[src/rtl/cache_pkg.sv]
// Shared types and address-geometry helpers for the instruction cache.
package cache_pkg;

    typedef enum logic {
        IDLE = 1'b0,
        FILL = 1'b1
    } icache_state_t;

    // Word-offset bits inside a line (0 when a line is a single word).
    function automatic int off_bits(input int block_words);
        return $clog2(block_words);
    endfunction

    // Set-index bits.
    function automatic int idx_bits(input int sets);
        return $clog2(sets);
    endfunction

    // Tag bits: whatever is left of a 32-bit byte address above byte/offset/index.
    function automatic int tag_bits(input int sets, input int block_words);
        return 30 - idx_bits(sets) - off_bits(block_words);
    endfunction

    // Word-counter width; kept at least one bit so single-word lines still elaborate.
    function automatic int cnt_bits(input int block_words);
        return (block_words > 1) ? $clog2(block_words) : 1;
    endfunction

endpackage

[src/rtl/icache_way.sv]
// One cache way: valid/tag/data arrays, combinational lookup, single-word fill port.
module icache_way #(
    parameter int SETS        = 8,
    parameter int BLOCK_WORDS = 2,
    parameter int IDX_W       = 3,
    parameter int CNT_W       = 1,
    parameter int TAG_W       = 26
) (
    input  logic             clk_i,
    input  logic             rst_i,
    input  logic             clr_i,
    input  logic [IDX_W-1:0] rd_idx_i,
    input  logic [TAG_W-1:0] rd_tag_i,
    input  logic [CNT_W-1:0] rd_off_i,
    output logic             hit_o,
    output logic             vld_o,
    output logic [31:0]      word_o,
    input  logic             wr_en_i,
    input  logic [IDX_W-1:0] wr_idx_i,
    input  logic [CNT_W-1:0] wr_off_i,
    input  logic [31:0]      wr_data_i,
    input  logic             set_en_i,
    input  logic [TAG_W-1:0] set_tag_i
);

    logic [SETS-1:0]  valid_q;
    logic [TAG_W-1:0] tag_q  [SETS];
    logic [31:0]      data_q [SETS][BLOCK_WORDS];

    assign vld_o  = valid_q[rd_idx_i];
    assign hit_o  = valid_q[rd_idx_i] && (tag_q[rd_idx_i] == rd_tag_i);
    assign word_o = data_q[rd_idx_i][rd_off_i];

    // Valid bits: cleared by reset or flush, set only when a whole line has landed.
    always_ff @(posedge clk_i) begin
        if (rst_i || clr_i) valid_q <= '0;
        else if (set_en_i)  valid_q[wr_idx_i] <= 1'b1;
    end

    // Tag and data storage need no reset; valid gates every use.
    always_ff @(posedge clk_i) begin
        if (set_en_i) tag_q[wr_idx_i] <= set_tag_i;
        if (wr_en_i)  data_q[wr_idx_i][wr_off_i] <= wr_data_i;
    end

endmodule

[src/rtl/icache_nway.sv]
// N-way (1 or 2) set-associative instruction cache with LRU, flush and miss counter.
module icache_nway
    import cache_pkg::*;
#(
    parameter int CPUID       = 0,
    parameter int WAYS        = 2,
    parameter int SETS        = 8,
    parameter int BLOCK_WORDS = 2
) (
    input  logic        CLK,
    input  logic        RST,
    input  logic        imemREN,
    input  logic [31:0] imemaddr,
    output logic        ihit,
    output logic [31:0] imemload,
    input  logic        flush,
    output logic        iREN,
    output logic [31:0] iaddr,
    input  logic        iwait,
    input  logic [31:0] iload,
    output logic [15:0] miss_count
);

    localparam int OFF_W = off_bits(BLOCK_WORDS);
    localparam int IDX_W = idx_bits(SETS);
    localparam int TAG_W = tag_bits(SETS, BLOCK_WORDS);
    localparam int CNT_W = cnt_bits(BLOCK_WORDS);

    icache_state_t       state_q, state_d;
    logic [CNT_W-1:0]    word_cnt_q, word_cnt_d;
    logic [TAG_W-1:0]    fill_tag_q, fill_tag_d;
    logic [IDX_W-1:0]    fill_idx_q, fill_idx_d;
    logic                victim_q, victim_d;
    logic [15:0]         miss_q, miss_d;

    logic [TAG_W-1:0]    req_tag;
    logic [IDX_W-1:0]    req_idx;
    logic [CNT_W-1:0]    req_off;
    logic [WAYS-1:0]     way_hit, way_vld;
    logic [WAYS-1:0][31:0] way_word;
    logic                hit_any, hit_way, victim_pick, last_word;
    logic [31:0]         hit_word;
    logic                wr_en, set_en, lru_upd, lru_val;
    logic [IDX_W-1:0]    lru_idx;

    // The core index only matters to the controller; byte offset is ignored for word fetches.
    logic unused_ok;
    assign unused_ok = ^{imemaddr[1:0], 32'(CPUID)};

    assign req_tag = imemaddr[31 -: TAG_W];
    assign req_idx = imemaddr[2+OFF_W +: IDX_W];
    if (OFF_W > 0) begin : g_off
        assign req_off = imemaddr[2 +: CNT_W];
    end else begin : g_no_off
        assign req_off = '0;
    end

    for (genvar w = 0; w < WAYS; w++) begin : g_way
        icache_way #(
            .SETS(SETS), .BLOCK_WORDS(BLOCK_WORDS),
            .IDX_W(IDX_W), .CNT_W(CNT_W), .TAG_W(TAG_W)
        ) u_way (
            .clk_i    (CLK),
            .rst_i    (RST),
            .clr_i    (flush),
            .rd_idx_i (req_idx),
            .rd_tag_i (req_tag),
            .rd_off_i (req_off),
            .hit_o    (way_hit[w]),
            .vld_o    (way_vld[w]),
            .word_o   (way_word[w]),
            .wr_en_i  (wr_en && (int'(victim_q) == w)),
            .wr_idx_i (fill_idx_q),
            .wr_off_i (word_cnt_q),
            .wr_data_i(iload),
            .set_en_i (set_en && (int'(victim_q) == w)),
            .set_tag_i(fill_tag_q)
        );
    end

    assign hit_any = |way_hit;

    // Select the hitting way's word; tags are unique per set so at most one way hits.
    always_comb begin
        hit_word = '0;
        for (int w = 0; w < WAYS; w++)
            if (way_hit[w]) hit_word = way_word[w];
    end

    if (WAYS == 2) begin : g_lru
        logic [SETS-1:0] lru_q;
        assign hit_way     = way_hit[1] & ~way_hit[0];
        assign victim_pick = !way_vld[0] ? 1'b0 : (!way_vld[1] ? 1'b1 : lru_q[req_idx]);
        // lru_q[set] names the way to evict next in that set.
        always_ff @(posedge CLK) begin
            if (RST || flush) lru_q <= '0;
            else if (lru_upd) lru_q[lru_idx] <= lru_val;
        end
    end else begin : g_nolru
        logic unused_lru;
        assign hit_way     = 1'b0;
        assign victim_pick = 1'b0;
        assign unused_lru  = ^{lru_upd, lru_val, lru_idx, way_vld};
    end

    assign last_word  = (word_cnt_q == CNT_W'(BLOCK_WORDS - 1));
    assign imemload   = (state_q == IDLE && hit_any) ? hit_word : '0;
    assign miss_count = miss_q;

    // Next-state and handshake outputs; flush overrides whatever the FSM wanted.
    always_comb begin
        state_d    = state_q;
        word_cnt_d = word_cnt_q;
        fill_tag_d = fill_tag_q;
        fill_idx_d = fill_idx_q;
        victim_d   = victim_q;
        miss_d     = miss_q;
        ihit       = 1'b0;
        iREN       = 1'b0;
        iaddr      = '0;
        wr_en      = 1'b0;
        set_en     = 1'b0;
        lru_upd    = 1'b0;
        lru_idx    = req_idx;
        lru_val    = ~hit_way;
        case (state_q)
            IDLE: begin
                ihit = imemREN & hit_any;
                if (imemREN) begin
                    if (hit_any) begin
                        lru_upd = 1'b1;
                    end else begin
                        fill_tag_d = req_tag;
                        fill_idx_d = req_idx;
                        victim_d   = victim_pick;
                        word_cnt_d = '0;
                        miss_d     = miss_q + 16'd1;
                        state_d    = FILL;
                    end
                end
            end
            FILL: begin
                iREN  = 1'b1;
                iaddr = {fill_tag_q, fill_idx_q, {(OFF_W+2){1'b0}}} | (32'(word_cnt_q) << 2);
                if (!iwait) begin
                    wr_en      = 1'b1;
                    word_cnt_d = word_cnt_q + CNT_W'(1);
                    if (last_word) begin
                        set_en     = 1'b1;
                        lru_upd    = 1'b1;
                        lru_idx    = fill_idx_q;
                        lru_val    = ~victim_q;
                        word_cnt_d = '0;
                        state_d    = IDLE;
                    end
                end
            end
            default: state_d = IDLE;
        endcase
        if (flush) begin
            state_d    = IDLE;
            word_cnt_d = '0;
        end
    end

    // Control registers; miss counter survives flush but not reset.
    always_ff @(posedge CLK) begin
        if (RST) begin
            state_q    <= IDLE;
            word_cnt_q <= '0;
            fill_tag_q <= '0;
            fill_idx_q <= '0;
            victim_q   <= 1'b0;
            miss_q     <= '0;
        end else begin
            state_q    <= state_d;
            word_cnt_q <= word_cnt_d;
            fill_tag_q <= fill_tag_d;
            fill_idx_q <= fill_idx_d;
            victim_q   <= victim_d;
            miss_q     <= miss_d;
        end
    end

endmodule

[config.mk]
export PLATFORM = sky130hd
export DESIGN_NAME = icache_nway
export DESIGN_NICKNAME = d
export VERILOG_FILES = /design/src/rtl/cache_pkg.sv /design/src/rtl/icache_way.sv /design/src/rtl/icache_nway.sv
export SDC_FILE = /design/constraint.sdc
export NUM_CORES = 2
export LEC_CHECK = 0
export ABC_CLOCK_PERIOD_IN_PS = 6430
export BUFFER_PORTS_ARGS = -buffer_cell sky130_fd_sc_hd__clkbuf_2
export CORE_ASPECT_RATIO = 0.5
export CORE_MARGIN = 1.5
export CORE_UTILIZATION = 65
export CTS_CLUSTER_SIZE = 24
export DETAILED_ROUTE_END_ITERATION = 7
export PLACE_DENSITY = 0.85
export SLEW_MARGIN = 25
export SYNTH_ARGS = -nofsm -noshare
export SYNTH_HDL_FRONTEND = slang
export SYNTH_SLANG_ARGS = --single-unit
export TNS_END_PERCENT = 5
[constraint.sdc]
create_clock -name CLK -period 6.43 [get_ports CLK]
set_clock_uncertainty 0.2 [all_clocks]
set_input_delay 0.3215 -clock CLK [delete_from_list [all_inputs] [get_ports CLK]]
set_output_delay 0.3215 -clock CLK [all_outputs]
set_load 0.01 [all_outputs]
==> flow_metrics.tcl <==
set metrics [dict create \
    fin_area_um2 66600 \
    crit_family "simple AND/OR/NAND/NOR gates" \
    io_pins 151 \
    finalPower_mw 19.6 \
    detail-route-antenna-nets 0 \
    peakVddDrop_v 0.000218 \
    clock_latency_ns 0.76 \
    h-tree-depth 3 \
    antenna_found_initial 6 \
    area_delta_synth_final_pct 13.0 \
    slew_viol_final 0 \
    die_x_um 429 \
    path_clk_slew_ns 0.08 \
    rows 77 \
    nets 3116 \
    syn_avg_cell_area_um2 21.3 \
    cap_violations 0 \
    layout_setup_ws_ns 0.377 \
    dp_slack_ns 1.06 \
    crit_type "input pin to output pin" \
    numCtsBuffers 120 \
    crit_path_start_kind "input pin" \
    crit_slowest_cell "or2_2" \
    fin_crit_sh_pct 94.1 \
    yosysWarnings 0 \
    yosysSeqAreaShare_pct 75.8 \
    drc 0 \
    r2r_slack_ns 1.21 \
    cp-end-kind "output pin" \
    fin_hold_ws_ns 0.0376 \
    die_y_um 216 \
    synth.cell_area_um2 59000 \
    wl_per_cell_um 38.2 \
    synth_edf_count 1440 \
    r2r_start "g_way[1].u_way.tag_q[6][6]$_DFFE_PP_" \
    critical_path_arrival_ns 5.53 \
    rsz0062_at_grt "no" \
    synth_ff_type "edfxtp_1" \
    hp-start "iload[16]" \
    setup_viol 0 \
    post-route-min-period_ns 6.05 \
    relSlewSlack_pct 25.2 \
    cts.path.max_buffers 3 \
    max_freq_mhz 165 \
    hold_class "input pin to flip-flop" \
    utilization_pct 74.8 \
    required_ns 5.91 \
    final_cells 4340 \
    grt_start_max_net_pins 157 \
    cts-resized-gates 0 \
    ys_ff_latch 1512 \
    hold_depth 1 \
    hpwl_um 81700 \
    initial_core_util_pct 66.2 \
    crit_path_frequent_cell "buf_4" \
    first_pass_iters 8 \
    avgViaCountPerCell 7.40 \
    leakagePower_nw 21.3 \
    hold_viol_final 0 \
    dr_total_vias 32100 \
    gp_congestion 0.915 \
    dp.cells 4031 \
    crit_fanout 33 \
    r2r_end "fill_tag_q[12]$_SDFFE_PP0P_" \
    drive_above_1_share_pct 28.2 \
    r2r_cells 11 \
    path_cells "dlygate4sd3_1 -> clkbuf_8 -> buf_4 -> mux4_2 -> mux2i_1 -> xor2_1 -> nand2_1 -> or4_1 -> nor4_1 -> buf_4 -> nor2_1 -> or2_2 -> buf_4 -> nor2_1 -> clkbuf_2" \
    cts_tree "yes" \
    critPathMaxStageDelay_ns 0.63 \
    grt_pass1_vias 32100 \
    status "completed" \
    io_buffers 146 \
    track_usage_pct 34.9 \
    synth_cell_type_count 65 \
    path_buf_inv 6 \
    cts_root_buffer "clkbuf_16" \
    finalSetupTns_ns 0 \
    dieArea_um2 92600 \
    grt_pass1_wl_um 229000 \
    cts.sinks 1512 \
    power.density_nw_per_um2 294 \
    placed_cell_area_um2 61700 \
    grt.overflow.total 0 \
    routed_wl_um 166000 \
    worstMarginPinSlew_ns 1.12 \
    holdPathEnd "g_way[0].u_way.data_q[0][48]$_DFFE_PP_" \
    first_iter_violations 5813 \
    synthCells 2765 \
    synth_async_sr_flop_share_pct 0 \
    coreArea_um2 89100 \
]
==> synthesized netlist by cell type, types with 19 or more instances <==
cell type	count	area, µm²
edfxtp_1	1440	43200
mux4_2	382	8600
nor2_1	162	608
mux2i_1	160	1600
dfxtp_1	72	1440
clkbuf_1	64	240
nand2_1	44	165
and2_1	35	219
buf_1	32	120
buf_2	31	155
a21oi_1	30	150
xor2_1	30	263
a22oi_1	19	143
mux2_2	19	214
==> worst max-delay path by stage <==
stage | end | cells past startpoint | startpoint
final | imemload[11] | 15 | imemaddr[5]
after global routing | imemload[11] | 15 | imemaddr[5]
after floorplan | imemload[10] | 11 | imemaddr[3]
after detailed placement | imemload[31] | 13 | imemaddr[4]
after CTS | imemload[4] | 15 | imemaddr[5]
after global placement | imemload[31] | 13 | imemaddr[4]
==> final cells by class <==
type | instances | area (µm²)
timing repair buffer | 307 | 2590
sequential | 1512 | 44700
fill | 4367 | 22500
tap | 1185 | 1480
clock buffer | 155 | 3240
inverter | 3 | 11.3
antenna | 5 | 12.5
multi-input combinational | 1102 | 13900
clock inverter | 71 | 723
==> routing by layer <==
layer | vias up | wire [µm] | GRT usage (%)
met5 | - | 27 | 0
met4 | 4 | 9330 | 15.1
met3 | 657 | 22700 | 8.32
met2 | 3162 | 78900 | 54.9
met1 | 16200 | 54800 | 47.8
li1 | 12000 | - | -
==> sequential cells by signal, summed over array words and instances (netlist names) <==
name,count
fill_idx_q,3
fill_tag_q,26
g_lru.lru_q,8
g_way.u_way.data_q,1024
g_way.u_way.tag_q,416
g_way.u_way.valid_q,16
last_word,1
miss_count,16
state_q,1
victim_q,1
==> cells in the final DEF, fill, tap and decap left out, types with 8 or more instances in the layout <==
cell	n
edfxtp_1	1440
clkbuf_16	121
nor2b_1	9
a22o_1	8
nand4_1	13
clkbuf_8	9
clkinv_1	20
nor2_4	48
dfxtp_1	71
clkbuf_2	142
buf_4	66
bufinv_16	13
nor2_1	114
xor2_1	30
buf_16	16
a21oi_1	30
mux2_2	19
mux2i_1	160
nand2_1	44
dlygate4sd3_1	70
o21ai_0	18
clkinv_2	27
nand3_1	17
or4_1	8
mux4_2	382
clkbuf_1	26
o21bai_1	10
and2_1	35
buf_12	10
nand2b_1	15
a211oi_1	8
o22ai_1	13
or3_1	14
a22oi_1	19
==> power breakdown <==
| group | leakage [nW] | switching [mW] | internal (mW) | total, mW |
|---|---|---|---|---|
| Combinational | 5.91 | 0.544 | 0.388 | 0.932 |
| Sequential | 13.4 | 0.0610 | 10.8 | 10.9 |
| Clock | 1.95 | 3.69 | 4.09 | 7.78 |
| Total | 21.3 | 4.30 | 15.3 | 19.6 |
==> logic make-up after synthesis <==
family | after synthesis | synth area share, %
fa+ha+maj | 1 | 0.0212
flops | 1512 | 75.8
compound gates | 143 | 1.67
xor+xnor | 37 | 0.550
simple gates | 357 | 2.99
mux | 562 | 17.7
buf+inv | 152 | 1.28
other cells | 1 | 0.00636
==> what timing repair did <==
item	4_1_cts	5_1_grt
buffers inserted	0	0
endpoints found under the hold margin	712	0
hold buffers	70	0
(Power assumes the default switching activity.)
